===== src/rtl/clock_switch_ctrl_m.sv =====
// HS/LS clock switch sequencer with hold-off hysteresis and handover watchdog.
// Define CLKCTRL_SWITCH_COUNT_EN to add the switch_cnt_op HS-entry counter.
module clock_switch_ctrl_m #(
  parameter int HOLD_CYCLES = 8,
  parameter int HOLD_W      = 4,
  parameter int TIMEOUT     = 255,
  parameter int TO_W        = 8
) (
  input  logic       hs_ck_ip,
  input  logic       reset_ip,
  input  logic       turbo_en_ip,
  input  logic       cyc_valid_ip,
  input  logic       cyc_ls_ip,
  input  logic       selected_hs_ip,
  input  logic       selected_ls_ip,
  output logic       select_hs_op,
  output logic       rdy_op,
  output logic [1:0] state_op,
  output logic       timeout_op
`ifdef CLKCTRL_SWITCH_COUNT_EN
  ,
  output logic [15:0] switch_cnt_op
`endif
);

  typedef enum logic [1:0] {
    LS_RUN = 2'd0,
    TO_HS  = 2'd1,
    HS_RUN = 2'd2,
    TO_LS  = 2'd3
  } state_t;

  localparam logic [HOLD_W-1:0] HOLD_LD = HOLD_W'(HOLD_CYCLES);
  localparam logic [TO_W-1:0]   TO_LIM  = TO_W'(TIMEOUT);

  state_t            state;
  logic [HOLD_W-1:0] hold_cnt;
  logic [TO_W-1:0]   wdog;
  logic              sync1;
  logic              sel_ls_s;
  logic              ls_req;
  logic              wd_hit;
  logic              ls_done;

  assign ls_req  = cyc_valid_ip & cyc_ls_ip;
  assign wd_hit  = (wdog == TO_LIM);
  assign ls_done = sel_ls_s & ~selected_hs_ip;

  always_ff @(posedge hs_ck_ip) begin
    if (reset_ip) begin
      state        <= LS_RUN;
      select_hs_op <= 1'b0;
      timeout_op   <= 1'b0;
      hold_cnt     <= HOLD_LD;
      wdog         <= '0;
      sync1        <= 1'b0;
      sel_ls_s     <= 1'b0;
    end else begin
      sync1    <= selected_ls_ip;
      sel_ls_s <= sync1;
      unique case (state)
        LS_RUN: begin
          wdog <= '0;
          if (ls_req)
            hold_cnt <= HOLD_LD;
          else if (hold_cnt != '0)
            hold_cnt <= hold_cnt - 1'b1;
          // timeout_op latches us here until reset
          if (hold_cnt == '0 && turbo_en_ip &&
              !timeout_op && !ls_req) begin
            state        <= TO_HS;
            select_hs_op <= 1'b1;
          end
        end
        TO_HS: begin
          if (selected_hs_ip) begin
            state <= HS_RUN;
            wdog  <= '0;
          end else if (wd_hit) begin
            state        <= TO_LS;
            select_hs_op <= 1'b0;
            timeout_op   <= 1'b1;
            wdog         <= '0;
          end else begin
            wdog <= wdog + 1'b1;
          end
        end
        HS_RUN: begin
          wdog <= '0;
          if (ls_req || !turbo_en_ip) begin
            state        <= TO_LS;
            select_hs_op <= 1'b0;
          end
        end
        TO_LS: begin
          if (ls_done || wd_hit) begin
            if (!ls_done)
              timeout_op <= 1'b1;
            state    <= LS_RUN;
            hold_cnt <= HOLD_LD;
            wdog     <= '0;
          end else begin
            wdog <= wdog + 1'b1;
          end
        end
      endcase
    end
  end

`ifdef CLKCTRL_SWITCH_COUNT_EN
  always_ff @(posedge hs_ck_ip) begin
    if (reset_ip)
      switch_cnt_op <= '0;
    else if (state == TO_HS && selected_hs_ip &&
             switch_cnt_op != 16'hFFFF)
      switch_cnt_op <= switch_cnt_op + 1'b1;
  end
`endif

  // LS cycles are stalled combinationally in the cycle they appear
  assign rdy_op   = (state == LS_RUN) |
                    ((state == HS_RUN) & ~ls_req);
  assign state_op = state;

endmodule


===== config.mk =====
export PLATFORM = sky130hd
export DESIGN_NAME = clock_switch_ctrl_m
export DESIGN_NICKNAME = d
export VERILOG_FILES = /design/src/rtl/clock_switch_ctrl_m.sv
export SDC_FILE = /design/constraint.sdc
export NUM_CORES = 1
export LEC_CHECK = 0
export ABC_AREA = 1
export CAP_MARGIN = 30
export CELL_PAD_IN_SITES_DETAIL_PLACEMENT = 0
export CELL_PAD_IN_SITES_GLOBAL_PLACEMENT = 1
export CORE_UTILIZATION = 42
export DETAILED_ROUTE_END_ITERATION = 12
export PLACE_DENSITY_LB_ADDON = 0.1
export SLEW_MARGIN = 20
export SYNTH_ARGS = -nofsm -noshare
export SYNTH_HDL_FRONTEND = slang
export SYNTH_SLANG_ARGS = --single-unit

===== constraint.sdc =====
create_clock -name hs_ck_ip -period 2.9 [get_ports hs_ck_ip]
set_input_delay 0.725 -clock hs_ck_ip [delete_from_list [all_inputs] [get_ports hs_ck_ip]]
set_output_delay 0.725 -clock hs_ck_ip [all_outputs]
set_load 0.02 [all_outputs]

After elaboration in Yosys (flattened, before gate mapping)
Cells that the tools add are included.
{"block": "op_classes", "eq_ne": 12, "div": 0, "mul": 0, "shift": 0, "mux": 24, "add_sub_neg": 2, "n_bitwise": 6, "reduce_logical": 19, "n_lt_le_gt_ge": 0}
{"cell": "$mux W8", "count": 3}
{"cell": "$pmux W8 S3", "count": 1}
{"cell": "$mux W4", "count": 3}
{"cell": "$ne A2 B2 Y1 const B", "count": 6}
{"cell": "$mux W2", "count": 5}
{"cell": "$reduce_and A5 Y1", "count": 2}
{"cell": "$add A8 B1 Y8 const B", "count": 1}
{"cell": "$eq A8 B8 Y1 const B", "count": 1}
{"cell": "$mux W1", "count": 8}
{"cell": "$pmux W2 S4", "count": 1}
{"cell": "$pmux W4 S2", "count": 1}
{"cell": "$ne A3 B3 Y1 const B", "count": 2}
{"cell": "$eq A2 B2 Y1 const B", "count": 2}
{"cell": "$logic_not A4 Y1", "count": 1}
{"cell": "$reduce_and A4 Y1", "count": 1}
{"cell": "$reduce_bool A2 Y1", "count": 2}
{"cell": "$reduce_bool A4 Y1", "count": 1}
{"cell": "$sub A4 B1 Y4 const B", "count": 1}
{"cell": "$and A1 B1 Y1", "count": 3}
{"cell": "$logic_and A1 B1 Y1", "count": 3}
{"cell": "$logic_not A1 Y1", "count": 3}
{"cell": "$pmux W1 S3", "count": 1}
{"cell": "$reduce_and A3 Y1", "count": 1}
{"cell": "$reduce_bool A3 Y1", "count": 1}
{"cell": "other kinds (7)", "count": 9}
{"block": "word_totals", "inputBits": 7, "word_cells": 70, "register_bits": 18, "mem_bits_rw": 0, "rom_bits": 0, "output_inout_bits": 5, "latchBits": 0, "memories": 0}

Depth between registers and ports, before layout
Gate-level depths: netlist of run 1.
{"block": "depth", "depth_word": 6, "ltp_mapped": 9, "mapped_depth_nobuf": 9}

Least setup slack after synthesis of run 1
Ideal clock, no wire load.
{"block": "synth_timing", "path_kind": "register -> output", "from": "register state[0] (netlist: state_op[0])", "to": "output port rdy_op", "stages_incl_launch_ff": 5, "n_path_buf": 0, "required_time_ns": 2.175, "setup_slack_ns": 1.021, "arrival_time_ns": 1.154, "cell_sequence": "dfxtp_1 -> inv_1 -> ha_1 -> inv_1 -> nand2_1"}
{"block": "synth_via", "elab_chain_len": 3, "word_cells_on_any_way": 4, "classes_between": "eq/ne: 1; bitwise: 2; reduce/logical: 1"}
{"element": "start: declaration", "line_no": "36", "rtl": "state_t state;"}
{"element": "start signal: assignment", "line_no": "51", "rtl": "state <= LS_RUN;"}
{"element": "start signal: assignment", "line_no": "71", "rtl": "state <= TO_HS;"}
{"element": "start signal: assignment", "line_no": "77", "rtl": "state <= HS_RUN;"}
{"element": "$eq A2 B2 Y1", "line_no": "122", "rtl": "((state == HS_RUN) & ~ls_req);"}
{"element": "$and A1 B1 Y1", "line_no": "122"}
{"element": "$or A1 B1 Y1 *", "line_no": "121", "rtl": "assign rdy_op = (state == LS_RUN) |"}
{"element": "end: declaration", "line_no": "17", "rtl": "output logic rdy_op,"}
Every way passes the cells marked *; elsewhere a longest branch is shown, timed or not.

Worst setup path in the final report of run 1
{"block": "layout_timing", "from": "input port cyc_valid_ip", "to": "output port rdy_op"}
{"block": "layout_via", "elab_chain_len": 4}
{"element": "start: declaration", "line_no": "12", "rtl": "input logic cyc_valid_ip,"}
{"element": "$and A1 B1 Y1", "line_no": "45", "rtl": "assign ls_req = cyc_valid_ip & cyc_ls_ip;"}
{"element": "$not A1 Y1", "line_no": "122"}
{"element": "$and A1 B1 Y1", "line_no": "122"}
{"element": "$or A1 B1 Y1", "line_no": "121"}
No other way between the ends.

==> run_results.csv, run 1 <==
group,metric,value,unit
yosys,syn_area,0.00104,sq mm
worst_setup_path,worstPathCellList,"clkdlybuf4s50_1 > nand2_1 > nand2_1 > nand2_1 > clkdlybuf4s50_1",
worst_setup_path,slowest_stage,"clkdlybuf4s50_1",
yosys,seq_area_frac_synth,0.346,
worst_setup_path,crit_required,2.17,ns
yosys,synth_cell_types,26,
clocking,cts-htree-levels,1,
timing,hold_viol,0,
worst_setup_path,r2r-start,"state_op[0]",
finish,drive_above_1_share,0.117,
timing,rsz0062_at_grt,"false",
worst_hold_path,hold_start,"sync1",
placed_design,gp_congestion,0.821,
clocking,cts-root-buf,"clkbuf_4",
worst_setup_path,cp_common_cell,"nand2_1",
worst_setup_path,cp_slowest_stage_delay,0.60,ns
finish,area_delta_synth_final,16.9,%
power,finalPower,766,uW
timing,whs,0.406,ns
finish,antennaDiodeCount,0,
route,wl_per_cell,10.5,microns
timing,skew,0.00346,ns
timing,relSlewSlack,0.766,
worst_setup_path,end_kind,"primary output",
yosys,syn-instance-count,140,
power,p_leak,0.536,nW
route,vias_per_cell,4.85,
route,vias,883,
finish,final_cells,182,
clocking,clk_path_buf_depth,2,
timing,drv_slew,0,
worst_setup_path,arrival,2.00,ns
worst_setup_path,path_class,"in -> out",
finish,multi_input_area,608,sq um
die,fp.dieH,51.8,microns
clocking,cts_made_buffers,3,
power,power_density,629,mW/mm^2
flow_run,maxCapViolations,0,
worst_setup_path,cp_num_buf_inv,2,
global_routing,grt-ovfl-total,0,
worst_setup_path,path_delay_family,"buffers and inverters",
timing,setup_ws,0.176,ns
yosys,synth-seq-cells,18,
placed_design,portBuffers,11,
clocking,hold_buffers,0,
run_status,status,"finished clean",
global_routing,grt_start_max_net_pins,11,
worst_setup_path,critPathLaunch,"cyc_valid_ip",
die,die_x,51.8,microns
timing,fin_crit,2.72,ns
placed_design,dp_hpwl,1560,microns
yosys,ys_warn_count,0,
timing,fin_setup_tns,0,ns
clocking,cts_resized,0,
die,dieArea,0.00268,sq mm
worst_hold_path,hold_class,"reg -> reg",
placed_design,place_inst,178,
global_routing,antenna_found_initial,0,
route,drtIter0Drc,11,
clocking,cts_tree,"yes",
die,start_util,0.457,
timing,finalSetupViolCount,0,
worst_setup_path,critPathLaunchType,"input pin",
finish,ff_latch_area,360,sq um
power,ir_worst_vdd,0.341,mV
route,wirelength,1910,microns
timing,max_freq,0.367,GHz
timing,worst_pin_slew,0.350,ns
clocking,clkTransAtPathRegs,0.10,ns
timing,fin_crit_sh,0.939,
route,antenna_left,0,
route,route.detailed.drc,0,
global_routing,grt_pass1_wl,3360,microns
clocking,insertion_delay,0.29,ns
yosys,syn-num-nets,155,
placed_design,pre_cts_ws,0.172,ns
global_routing,grtUsageTotal,0.168,
die,io-pin-count,12,
clocking,postCtsSetupBuffers,0,
die,rows,17,
finish,fillers,224,
yosys,syn_avg_cell_area,7.44,sq um
clocking,clock-sinks,18,
die,core_area,0.00228,sq mm
global_routing,grt_pass1_vias,824,
worst_setup_path,worst-path-max-fanout,5,
finish,nets,170,
route,detailedRoute.firstPassIterationCount,4,
-- through the flow --
step	util	instance area [sq um]
2_1_floorplan	-	1040
3_3_place_gp	0.519	1180
3_5_place_dp	0.519	1180
4_1_cts	0.535	1220
5_1_grt	0.535	1220
6_report	0.535	1220
-- final timing paths --
| kind | to | slack, ns | cells after the start |
|---|---|---|---|
| worst min-delay path | sel_ls_s | 0.41 | 2 |
| worst max register to register | state_op[1] | 1.22 | 8 |
| worst min register to register | sel_ls_s | 0.41 | 2 |
| worst max-delay path | rdy_op | 0.18 | 5 |
-- placed cells by master, fill, tap and decap left out --
| master | Yosys | layout |
|---|---|---|
| o21ai_0 | 1 | 1 |
| nor2_1 | 20 | 20 |
| nand2_2 | 2 | 2 |
| inv_1 | 16 | 16 |
| nand2_1 | 28 | 28 |
| xor2_1 | 3 | 3 |
| o211ai_1 | 2 | 2 |
| ha_1 | 8 | 8 |
| xnor2_1 | 2 | 2 |
| and3_1 | 1 | 1 |
| a21oi_1 | 9 | 9 |
| dfxtp_1 | 18 | 18 |
| nand3_1 | 12 | 12 |
| o21ai_2 | 1 | 1 |
| clkbuf_4 | 0 | 3 |
| clkbuf_8 | 0 | 1 |
| nor2_2 | 2 | 2 |
| o21ai_4 | 1 | 1 |
| inv_2 | 2 | 2 |
| nand2_4 | 3 | 3 |
| nor3_1 | 1 | 1 |
| or2_2 | 1 | 1 |
| clkdlybuf4s50_1 | 0 | 11 |
| nor4b_1 | 1 | 1 |
| nor3b_2 | 1 | 1 |
| nand4_1 | 2 | 2 |
| nand3b_1 | 1 | 1 |
| a21oi_4 | 1 | 1 |
-- cells by family (layout without fill, tap and decap cells) --
kind of cell | Yosys count | after routing | synth area share
DFF | 18 | 18 | 0.346
and+or+nand+nor | 75 | 75 | 0.344
buffers and inverters | 19 | 33 | 0.0697
xor gates and xnor gates | 5 | 5 | 0.0421
AOI/OAI and AO/OA | 15 | 15 | 0.102
adders and majority gates | 8 | 8 | 0.0962
-- Yosys cell counts (all sizes together) --
cell type	number	area (sq um)
a21oi	10	61.3
nor3b	1	12.5
o21ai	3	30.0
ha	8	100
buf	1	5.00
xnor2	2	17.5
xor2	3	26.3
nand3	12	60.1
or2	1	6.26
and3	1	6.26
nand4	2	12.5
inv	18	67.6
nor2	22	87.6
dfxtp	18	360
nor3	1	5.00
o211ai	2	15.0
nand2	33	151
nand3b	1	7.51
nor4b	1	8.76
-- worst min-delay path, stage by stage (launching register included) --
cell,delay (ns)
dfxtp_1,0.31
inv_1,0.04
nor2_1,0.03
-- sequential cells by signal (all words and copies together), names as in the netlist --
register      flops
timeout_op        1
hold_cnt          4
sync1             1
select_hs_op      1
wdog              8
state_op          2
sel_ls_s          1
-- metal layers --
metal / GRT usage / vias to the layer above / routed length (microns)
met5: 0 / - / 0
met1: 0.209 / 399 / 928
met4: 0.0541 / 0 / 10
met2: 0.292 / 10 / 915
li1: - / 472 / -
met3: 0.0263 / 2 / 52
-- power by group --
| group | internal, mW | switching, mW | total (mW) |
|---|---|---|---|
| Sequential | 0.281 | 0.0331 | 0.314 |
| Clock | 0.0764 | 0.0791 | 0.155 |
| Combinational | 0.131 | 0.166 | 0.296 |
-- area by class of cell --
type,instances,share of cell area
clock buffers,4,0.0298
inverters,18,0.0555
multi-input cells,103,0.499
flip-flops and latches,18,0.296
well taps,28,0.0288
repair buffers,11,0.0904
Power figures use the tool's default switching activity.
==> run 2: changes to the inputs <==
CTS_BUF_LIST = sky130_fd_sc_hd__clkbuf_4 sky130_fd_sc_hd__clkbuf_8 sky130_fd_sc_hd__clkbuf_16   (was not set)
MAX_ROUTING_LAYER = met4   (was not set)
SETUP_SLACK_MARGIN = 0.15   (was not set)
==> run 2 against run 1 <==
  * Die area is the same
  * Sequential power is essentially flat
  * Sequential share of layout area shrank 0.061 points
  * Cell area grew 0.21%
  * Largest cell class unchanged
==> run_results.csv, run 2 (synthesized netlist as in run 1, its figures left out) <==
group,metric,value,unit
worst_hold_path,hold_depth,2,
global_routing,grt_start_max_net_pins,11,
route,wl_per_cell,10.5,microns
worst_setup_path,arrival,1.62,ns
finish,multi_input_area,608,sq um
die,rows,17,
power,ir_worst_vdd,0.341,mV
worst_setup_path,reg2reg_depth,8,
worst_setup_path,end_kind,"primary output",
route,drtIter0Drc,11,
global_routing,antenna_found_initial,0,
power,finalPower,765,uW
clocking,cts-htree-levels,1,
finish,layout_common_cells,"28 x nand2_1, 20 x nor2_1, 18 x dfxtp_1",
finish,top_register,"wdog",
global_routing,grt_pass1_wl,3360,microns
worst_setup_path,r2r_end,"state_op[1]",
route,detailedRoute.firstPassIterationCount,4,
placed_design,gp_congestion,0.834,
timing,drv_slew,0,
finish,nets,170,
worst_setup_path,r2r-start,"state_op[0]",
clocking,cts_resized,0,
die,start_util,0.457,
worst_setup_path,critPathLaunchType,"input pin",
global_routing,grt_pass1_vias,823,
worst_setup_path,path_delay_family,"buffers and inverters",
worst_setup_path,crit_required,2.17,ns
clocking,cts_made_buffers,3,
finish,largest_reg_flops,8,
worst_setup_path,reg2reg_slack,1.22,ns
power,p_leak,0.537,nW
die,io-pin-count,12,
worst_setup_path,cp_num_buf_inv,2,
finish,ff_latch_area,360,sq um
finish,drive_above_1_share,0.117,
route,wirelength,1910,microns
clocking,clkTransAtPathRegs,0.10,ns
clocking,hold_buffers,0,
timing,relSlewSlack,0.766,
route,vias,883,
worst_hold_path,hold_start,"sync1",
worst_setup_path,slowest_stage,"clkdlybuf4s50_1",
die,die_x,51.8,microns
finish,fillers,224,
clocking,insertion_delay,0.29,ns
placed_design,dp_hpwl,1560,microns
global_routing,grtUsageTotal,0.172,
worst_setup_path,path_class,"in -> out",
timing,fin_crit,2.35,ns
power,power_density,627,mW/mm^2
worst_setup_path,worst-path-max-fanout,5,
worst_hold_path,hold_class,"reg -> reg",
timing,fin_setup_tns,0,ns
die,fp.dieH,51.8,microns
route,vias_per_cell,4.85,
timing,worst_pin_slew,0.350,ns
timing,finalSetupViolCount,0,
finish,antennaDiodeCount,0,
timing,rsz0062_at_grt,"false",
clocking,clock-sinks,18,
die,dieArea,0.00268,sq mm
clocking,cts_tree,"yes",
route,antenna_left,0,
worst_setup_path,cp_slowest_stage_delay,0.45,ns
placed_design,portBuffers,11,
timing,hold_viol,0,
finish,final_common_cell,"nand2_1",
worst_setup_path,worstPathCellList,"clkdlybuf4s50_1 > nand2_1 > nand2_1 > nand2_1 > dlymetal6s2s_1",
clocking,postCtsSetupBuffers,0,
worst_setup_path,cp_common_cell,"nand2_1",
die,core_area,0.00228,sq mm
route,route.detailed.drc,0,
run_status,status,"finished clean",
global_routing,grt-ovfl-total,0,
finish,area_delta_synth_final,17.2,%
worst_hold_path,hold-path-endpoint,"sel_ls_s",
timing,fin_crit_sh,0.810,
timing,skew,0.00345,ns
timing,max_freq,0.426,GHz
clocking,cts-root-buf,"clkbuf_4",
flow_run,maxCapViolations,0,
clocking,clk_path_buf_depth,2,
run 2: cell types whose count changed in the layout (fill, tap and decap cells not counted):
cell / delta
clkdlybuf4s50_1: -1
dlymetal6s2s_1: +1
run 2: through the flow:
step	hold slack [ns]	setup WS (ns)	cells	instance area, sq um	utilization
after floorplan	0.388	1.02	140	1040	-
after CTS	0.408	0.163	182	1220	0.535
after global placement	0.390	0.193	178	1180	0.519
final	0.406	0.550	182	1220	0.536
after detailed placement	0.393	0.172	178	1180	0.519
after global routing	0.442	0.475	182	1220	0.536
run 2: power breakdown:
group          total (mW)  switching [mW]  internal [mW]  leakage [nW]
Clock               0.155          0.0791         0.0764        0.0210
Combinational       0.295           0.165          0.130         0.369
Sequential          0.314          0.0331          0.281         0.147
Total               0.765           0.278          0.487         0.537
run 2: cell type report:
cell class | count | share of cell area
clock buffers | 4 | 0.0297
inverters | 18 | 0.0554
multi-input cells | 103 | 0.498
flip-flops and latches | 18 | 0.295
well taps | 28 | 0.0287
repair buffers | 11 | 0.0923
run 2: how the worst max path moves through the flow:
stage	startpoint	endpoint	slack [ns]	cells after the start
after CTS	cyc_valid_ip	rdy_op	0.16	5
after global placement	cyc_valid_ip	rdy_op	0.19	5
after global routing	cyc_ls_ip	rdy_op	0.47	5
after detailed placement	cyc_valid_ip	rdy_op	0.17	5
after floorplan	state_op[0]	rdy_op	1.02	4
final	cyc_valid_ip	rdy_op	0.55	5
run 2: worst register-to-register path, cell delays in order (launching register included):
cell     delay, ns
dfxtp_1       0.51
inv_1         0.11
ha_1          0.29
nand2_1       0.10
nand2_1       0.06
a21oi_1       0.26
nand2_1       0.11
nand2_1       0.07
a21oi_1       0.06
run 2: routing by layer:
layer,global-route usage,share of wire
met1,0.209,0.48
met2,0.292,0.48
met3,0.0263,0.029
met4,0.0541,0.0042
met5,-,0
